--- src/rtl/iso14443a_pkg.sv ---
// Shared ISO/IEC 14443-3A Tx-path definitions.
package iso14443a_pkg;

    localparam int unsigned FRAME_ENCODE_STATE_W = 3;

    typedef enum logic [FRAME_ENCODE_STATE_W-1:0] {
        FE_IDLE   = 3'd0,
        FE_SOC    = 3'd1,
        FE_DATA   = 3'd2,
        FE_PARITY = 3'd3,
        FE_EOC    = 3'd4
    } frame_encode_state_t;

    // Start-of-communication bit value.
    localparam logic SOC_BIT_VALUE   = 1'b1;
    // Parity seed for every byte after the first: plain odd parity.
    localparam logic PARITY_SEED_ODD = 1'b1;

endpackage

--- src/rtl/frame_encode.sv ---
// PICC frame builder: SOC, data bits LSB first, odd parity per byte, EOC.
// Symbol outputs are decoded from state, so the encoder sees the next
// symbol in the same cycle the state changes.
module frame_encode
    import iso14443a_pkg::*;
(
    input  logic clk,
    input  logic rst_n,
    input  logic in_data,
    input  logic in_data_valid,
    input  logic in_last_bit_in_byte,
    output logic in_req,
    input  logic parity_init,
    output logic out_data,
    output logic out_data_valid,
    output logic out_eoc,
    input  logic out_req
);

    frame_encode_state_t state_q;
    frame_encode_state_t state_d;
    logic                parity_q;
    logic                parity_d;
    logic                in_req_q;
    logic                in_req_d;

    // State, running parity and serialiser advance pulse registers.
    always_ff @(posedge clk or negedge rst_n) begin
        if (!rst_n) begin
            state_q  <= FE_IDLE;
            parity_q <= PARITY_SEED_ODD;
            in_req_q <= 1'b0;
        end else begin
            state_q  <= state_d;
            parity_q <= parity_d;
            in_req_q <= in_req_d;
        end
    end

    // Next-state, parity update and symbol decode.
    always_comb begin
        state_d        = state_q;
        parity_d       = parity_q;
        in_req_d       = 1'b0;
        out_data       = 1'b0;
        out_data_valid = 1'b0;
        out_eoc        = 1'b0;

        case (state_q)
            FE_IDLE: begin
                if (in_data_valid) begin
                    state_d  = FE_SOC;
                    parity_d = parity_init;
                end
            end

            FE_SOC: begin
                out_data       = SOC_BIT_VALUE;
                out_data_valid = 1'b1;
                if (out_req) begin
                    state_d = FE_DATA;
                end
            end

            FE_DATA: begin
                out_data       = in_data;
                out_data_valid = 1'b1;
                // A serialiser abort mid-byte closes the frame without parity.
                if (!in_data_valid) begin
                    state_d = FE_EOC;
                end else if (out_req) begin
                    in_req_d = 1'b1;
                    parity_d = parity_q ^ in_data;
                    if (in_last_bit_in_byte) begin
                        state_d = FE_PARITY;
                    end
                end
            end

            FE_PARITY: begin
                out_data       = parity_q;
                out_data_valid = 1'b1;
                if (out_req) begin
                    parity_d = PARITY_SEED_ODD;
                    state_d  = in_data_valid ? FE_DATA : FE_EOC;
                end
            end

            FE_EOC: begin
                out_data_valid = 1'b1;
                out_eoc        = 1'b1;
                if (out_req) begin
                    state_d = FE_IDLE;
                end
            end

            default: begin
                state_d = FE_IDLE;
            end
        endcase
    end

    assign in_req = in_req_q;

endmodule

--- config.mk ---
export PLATFORM = sky130hd
export DESIGN_NAME = frame_encode
export DESIGN_NICKNAME = d
export VERILOG_FILES = /design/src/rtl/iso14443a_pkg.sv /design/src/rtl/frame_encode.sv
export SDC_FILE = /design/constraint.sdc
export NUM_CORES = 1
export LEC_CHECK = 0
export CAP_MARGIN = 20
export CORE_MARGIN = 4
export CORE_UTILIZATION = 27
export CTS_BUF_LIST = sky130_fd_sc_hd__clkbuf_8
export CTS_CLUSTER_DIAMETER = 150
export DETAILED_ROUTE_END_ITERATION = 16
export MAX_ROUTING_LAYER = met4
export PLACE_DENSITY_LB_ADDON = 0.08
export SYNTH_ARGS = -nofsm -noshare
export SYNTH_HDL_FRONTEND = slang
export SYNTH_SLANG_ARGS = --single-unit
--- constraint.sdc ---
create_clock -name clk -period 3.6 [get_ports clk]
set_input_delay 0.72 -clock clk [delete_from_list [all_inputs] [get_ports clk]]
set_output_delay 0.72 -clock clk [all_outputs]
set_load 0.01 [all_outputs]
; Yosys cells after proc, flatten, opt, wreduce, memory -nomap -nowiden
; Index checks and enable logic that the tools add are counted.
[op_classes]
n_reduce_logical = 5
div = 0
shift = 0
n_lt_le_gt_ge = 0
eq_ne = 12
multipliers = 0
bitwise_logic = 1
mux = 20
n_addsub = 0
[op_table]
columns = op, n
row1 = two-way mux 3 bit, 8
row2 = one-hot mux 3 bit (5 select lines), 1
row3 = "!= test 2 bit, second input constant", 6
row4 = two-way mux 1 bit, 9
row5 = "== test 3 x 2 -> 1 bit, second input constant", 2
row6 = "!= test 3 bit, second input constant", 2
row7 = one-hot mux 1 bit (3 select lines), 2
row8 = AND reduction 6 bit, 1
row9 = AND reduction 5 bit, 1
row10 = OR reduction 4 bit, 1
row11 = "== test 3 x 1 -> 1 bit, second input constant", 1
row12 = "== test 3 bit, second input constant", 1
row13 = logical NOT 3 bit, 1
row14 = nonzero test 3 bit, 1
row15 = bitwise XOR 1 bit, 1
[totals]
mem_bits_rw = 0
output_inout_bits = 4
input_bits = 7
latchBits = 0
mem_count = 0
rom_bits = 0
regBits = 5
word_cells = 41

; Depth between registers and ports, before layout
[depth]
word_depth = 4
mapped_depth = 4

; Worst setup path before layout
; OpenSTA, ideal clock, no wires.
[synth_path]
path_kind = input -> output
startpoint = input port in_data
endpoint = output port out_data
t_arrival_ps = 1113
stages = 2
t_required_ps = 2880
path_slack_ps = 1767
cell_sequence = a21oi_1 a311oi_1
[synth_between]
elab_chain_cells = 1
[synth_rtl]
columns = item, line_no
row1 = start: declaration, frame_encode.sv:9  ; input logic in_data,
row2 = one-hot mux 1 bit (3 select lines), frame_encode.sv:49  ; case (state_q)
row3 = end: declaration, frame_encode.sv:14  ; output logic out_data,
; No other way between the ends.

; Final worst setup path
; Ends and elaborated chain as after synthesis.

==> results_dict.tcl <==
set metrics [dict create \
    drcViolationCount 0 \
    synth_fp_nets 44 \
    numPortBuffers 10 \
    path_class "input port to output port" \
    cts_buffer_depth 2 \
    fin_ws_ns 0.7859 \
    critPathRequiredTime_ns 2.88 \
    drt_iter0_drc 6 \
    avgViaCountPerCell 5.065 \
    peakVddDrop_mv 0.3394 \
    die_area_um2 1966 \
    p_leak_nw 0.2197 \
    arrival_ns 2.09 \
    synthCells 37 \
    nets 56 \
    cp_max_fo 3 \
    die_h_um 44.34 \
    min_path_type "flip-flop to flip-flop" \
    power_density_nw_per_um2 798.8 \
    postCtsSetupRepairBufs 0 \
    skew_ns 0.002637 \
    grt_pass1_vias 311 \
    rsz0062_at_grt "false" \
    grt_pass1_wl_um 1269 \
    coreArea_um2 1171 \
    final_max_slew_viol_count 0 \
    firstDrtPassIters 2 \
    overflow 0 \
    grt_usage 0.1014 \
    ant_nets 0 \
    routed_wl_um 730 \
    status "finished, final reports clean" \
    synth_area_leaders "dfrtp_1 28%, dfstp_2 7.4%, inv_1 5.3%" \
    grt_max_degree 12 \
    min_from "parity_q" \
    die_w_um 44.34 \
    yosys.area.top_type "dfrtp_1" \
    syn2layout_area_growth_pct 38.25 \
    place_worst_setup_slack_ns 0.7979 \
    n_antenna_cell 0 \
    antenna_found_initial 0 \
    clock_latency_ns 0.22 \
    initial_core_util 0.3045 \
    utilization 0.4209 \
    drive_gt1_frac 0.1458 \
    netlist.area_leader.share 0.2807 \
    dp_hpwl_um 574.5 \
    clk_pin_slew_ns 0.03 \
    via_count 314 \
    avgRoutedWirePerCell_um 11.77 \
    instances_no_fill 62 \
    drv_cap 0 \
    min_period_ns 2.814 \
    yosys_warnings 0 \
    gp_congestion 0.6881 \
    crit_path_start "in_data" \
    num_rows 12 \
    ys_seq_area_frac 0.3544 \
    fill_cells 118 \
    syn_area_per_cell_um2 9.638 \
    ys_types 25 \
    cts.sinks 5 \
    pin_count 11 \
    cts_tree "built" \
    hold_buffers 0 \
    cts-resized-gates 0 \
    end_kind "output port" \
    numCtsBuffers 3 \
    worst_slew_pin_slew_ns 0.3546 \
    relSlewSlack 0.7636 \
    fmax_mhz 355.4 \
    finalHoldViolations 0 \
    total_power_uw 393.8 \
    critPathLaunchType "input port" \
    cts-root-buf "clkbuf_8" \
    r2r-start "state_q[1]" \
    synth_area_um2 356.6 \
    period_share 0.7817 \
    dp_cells 58 \
    final.setup.tns_ns 0 \
    htree_levels 1 \
    ys_ff_latch 5 \
    setup_viol 0 \
]
## flip-flops by register name (all words and copies together), names as in the netlist
name      count
state_q       3
in_req        1
parity_q      1
## cell usage after synthesis
cell type and count:
a2111oi_2 1, a211o_1 1, a21oi_1 2, a22oi_1 1, a2bb2oi_1 1, a311oi_1 1
a32o_1 1, and2_1 1, and3_1 1, buf_4 2, buf_6 1, dfrtp_1 4
dfstp_2 1, inv_1 5, mux2i_1 1, nand2_1 2, nand2b_1 2, nor2_1 2
nor2b_4 1, nor3_1 1, nor3b_2 1, o22a_1 1, o32ai_1 1, xnor2_1 1
xor2_1 1
## critical path, stage by stage
cell and delay, ns:
clkdlybuf4s50_1 0.51, a21oi_1 0.08, a311oi_1 0.21, clkdlybuf4s50_1 0.58
## placed cells by master, fill, tap and decap left out, types with 2 or more instances in the layout
cell type / instances
inv_1: 6
nand2b_1: 2
clkdlybuf4s50_1: 10
dfrtp_1: 4
nand2_1: 2
clkbuf_8: 3
nor2_1: 2
a21oi_1: 2
## power by group
| group | total, mW | internal (mW) | leakage (nW) | switching [mW] |
|---|---|---|---|---|
| Clock | 0.0987 | 0.0729 | 0.0269 | 0.0258 |
| Combinational | 0.170 | 0.104 | 0.130 | 0.0658 |
| Sequential | 0.125 | 0.0807 | 0.0632 | 0.0444 |
| Total | 0.394 | 0.258 | 0.220 | 0.136 |
## layer usage
| layer | share of wire | up-vias | wire (um) | GRT usage |
|---|---|---|---|---|
| met5 | 0 | - | 0 | - |
| met4 | 0.048 | 0 | 35 | 0.1024 |
| met1 | 0.40 | 145 | 289 | 0.09804 |
| li1 | - | 152 | - | - |
| met2 | 0.47 | 12 | 340 | 0.1337 |
| met3 | 0.089 | 5 | 65 | 0.06098 |
## cell type report
class                      count  area (um^2)  area share
multi-input combinational     24        185.2      0.3756
clock inverter                 1        3.754    0.007614
timing repair buffer          10        100.1      0.2030
sequential                     5        126.4      0.2563
clock buffer                   3        41.29     0.08376
inverter                       5        18.77     0.03807
tap                           14        17.52     0.03553
## cells by family (layout without fill, tap and decap cells)
family          after synthesis  after routing  share of synthesized area
buf+inv                       8             19                     0.1263
flops                         5              5                     0.3544
simple gates                 11             11                     0.2000
compound gates               10             10                     0.2421
mux                           1              1                    0.02807
xor+xnor                      2              2                    0.04913
## worst paths after layout
kind	depth (start not counted)	slack, ns	endpoint
worst max-delay path	4	0.79	out_data
worst min-delay path	1	0.52	parity_q
max in group asynchronous	1	2.63	parity_q
min in group asynchronous	1	0.72	state_q[2]
worst min register to register	1	0.52	parity_q
worst max register to register	3	2.24	parity_q
## per-stage QoR
step | cell area, um^2 | hold WS, ns
final | 493.0 | 0.5155
after global routing | 493.0 | 0.5323
after CTS | 493.0 | 0.5212
after detailed placement | 447.9 | 0.5141
after global placement | 447.9 | 0.5165
after floorplan | 356.6 | 0.4244
(Power assumes the default switching activity.)
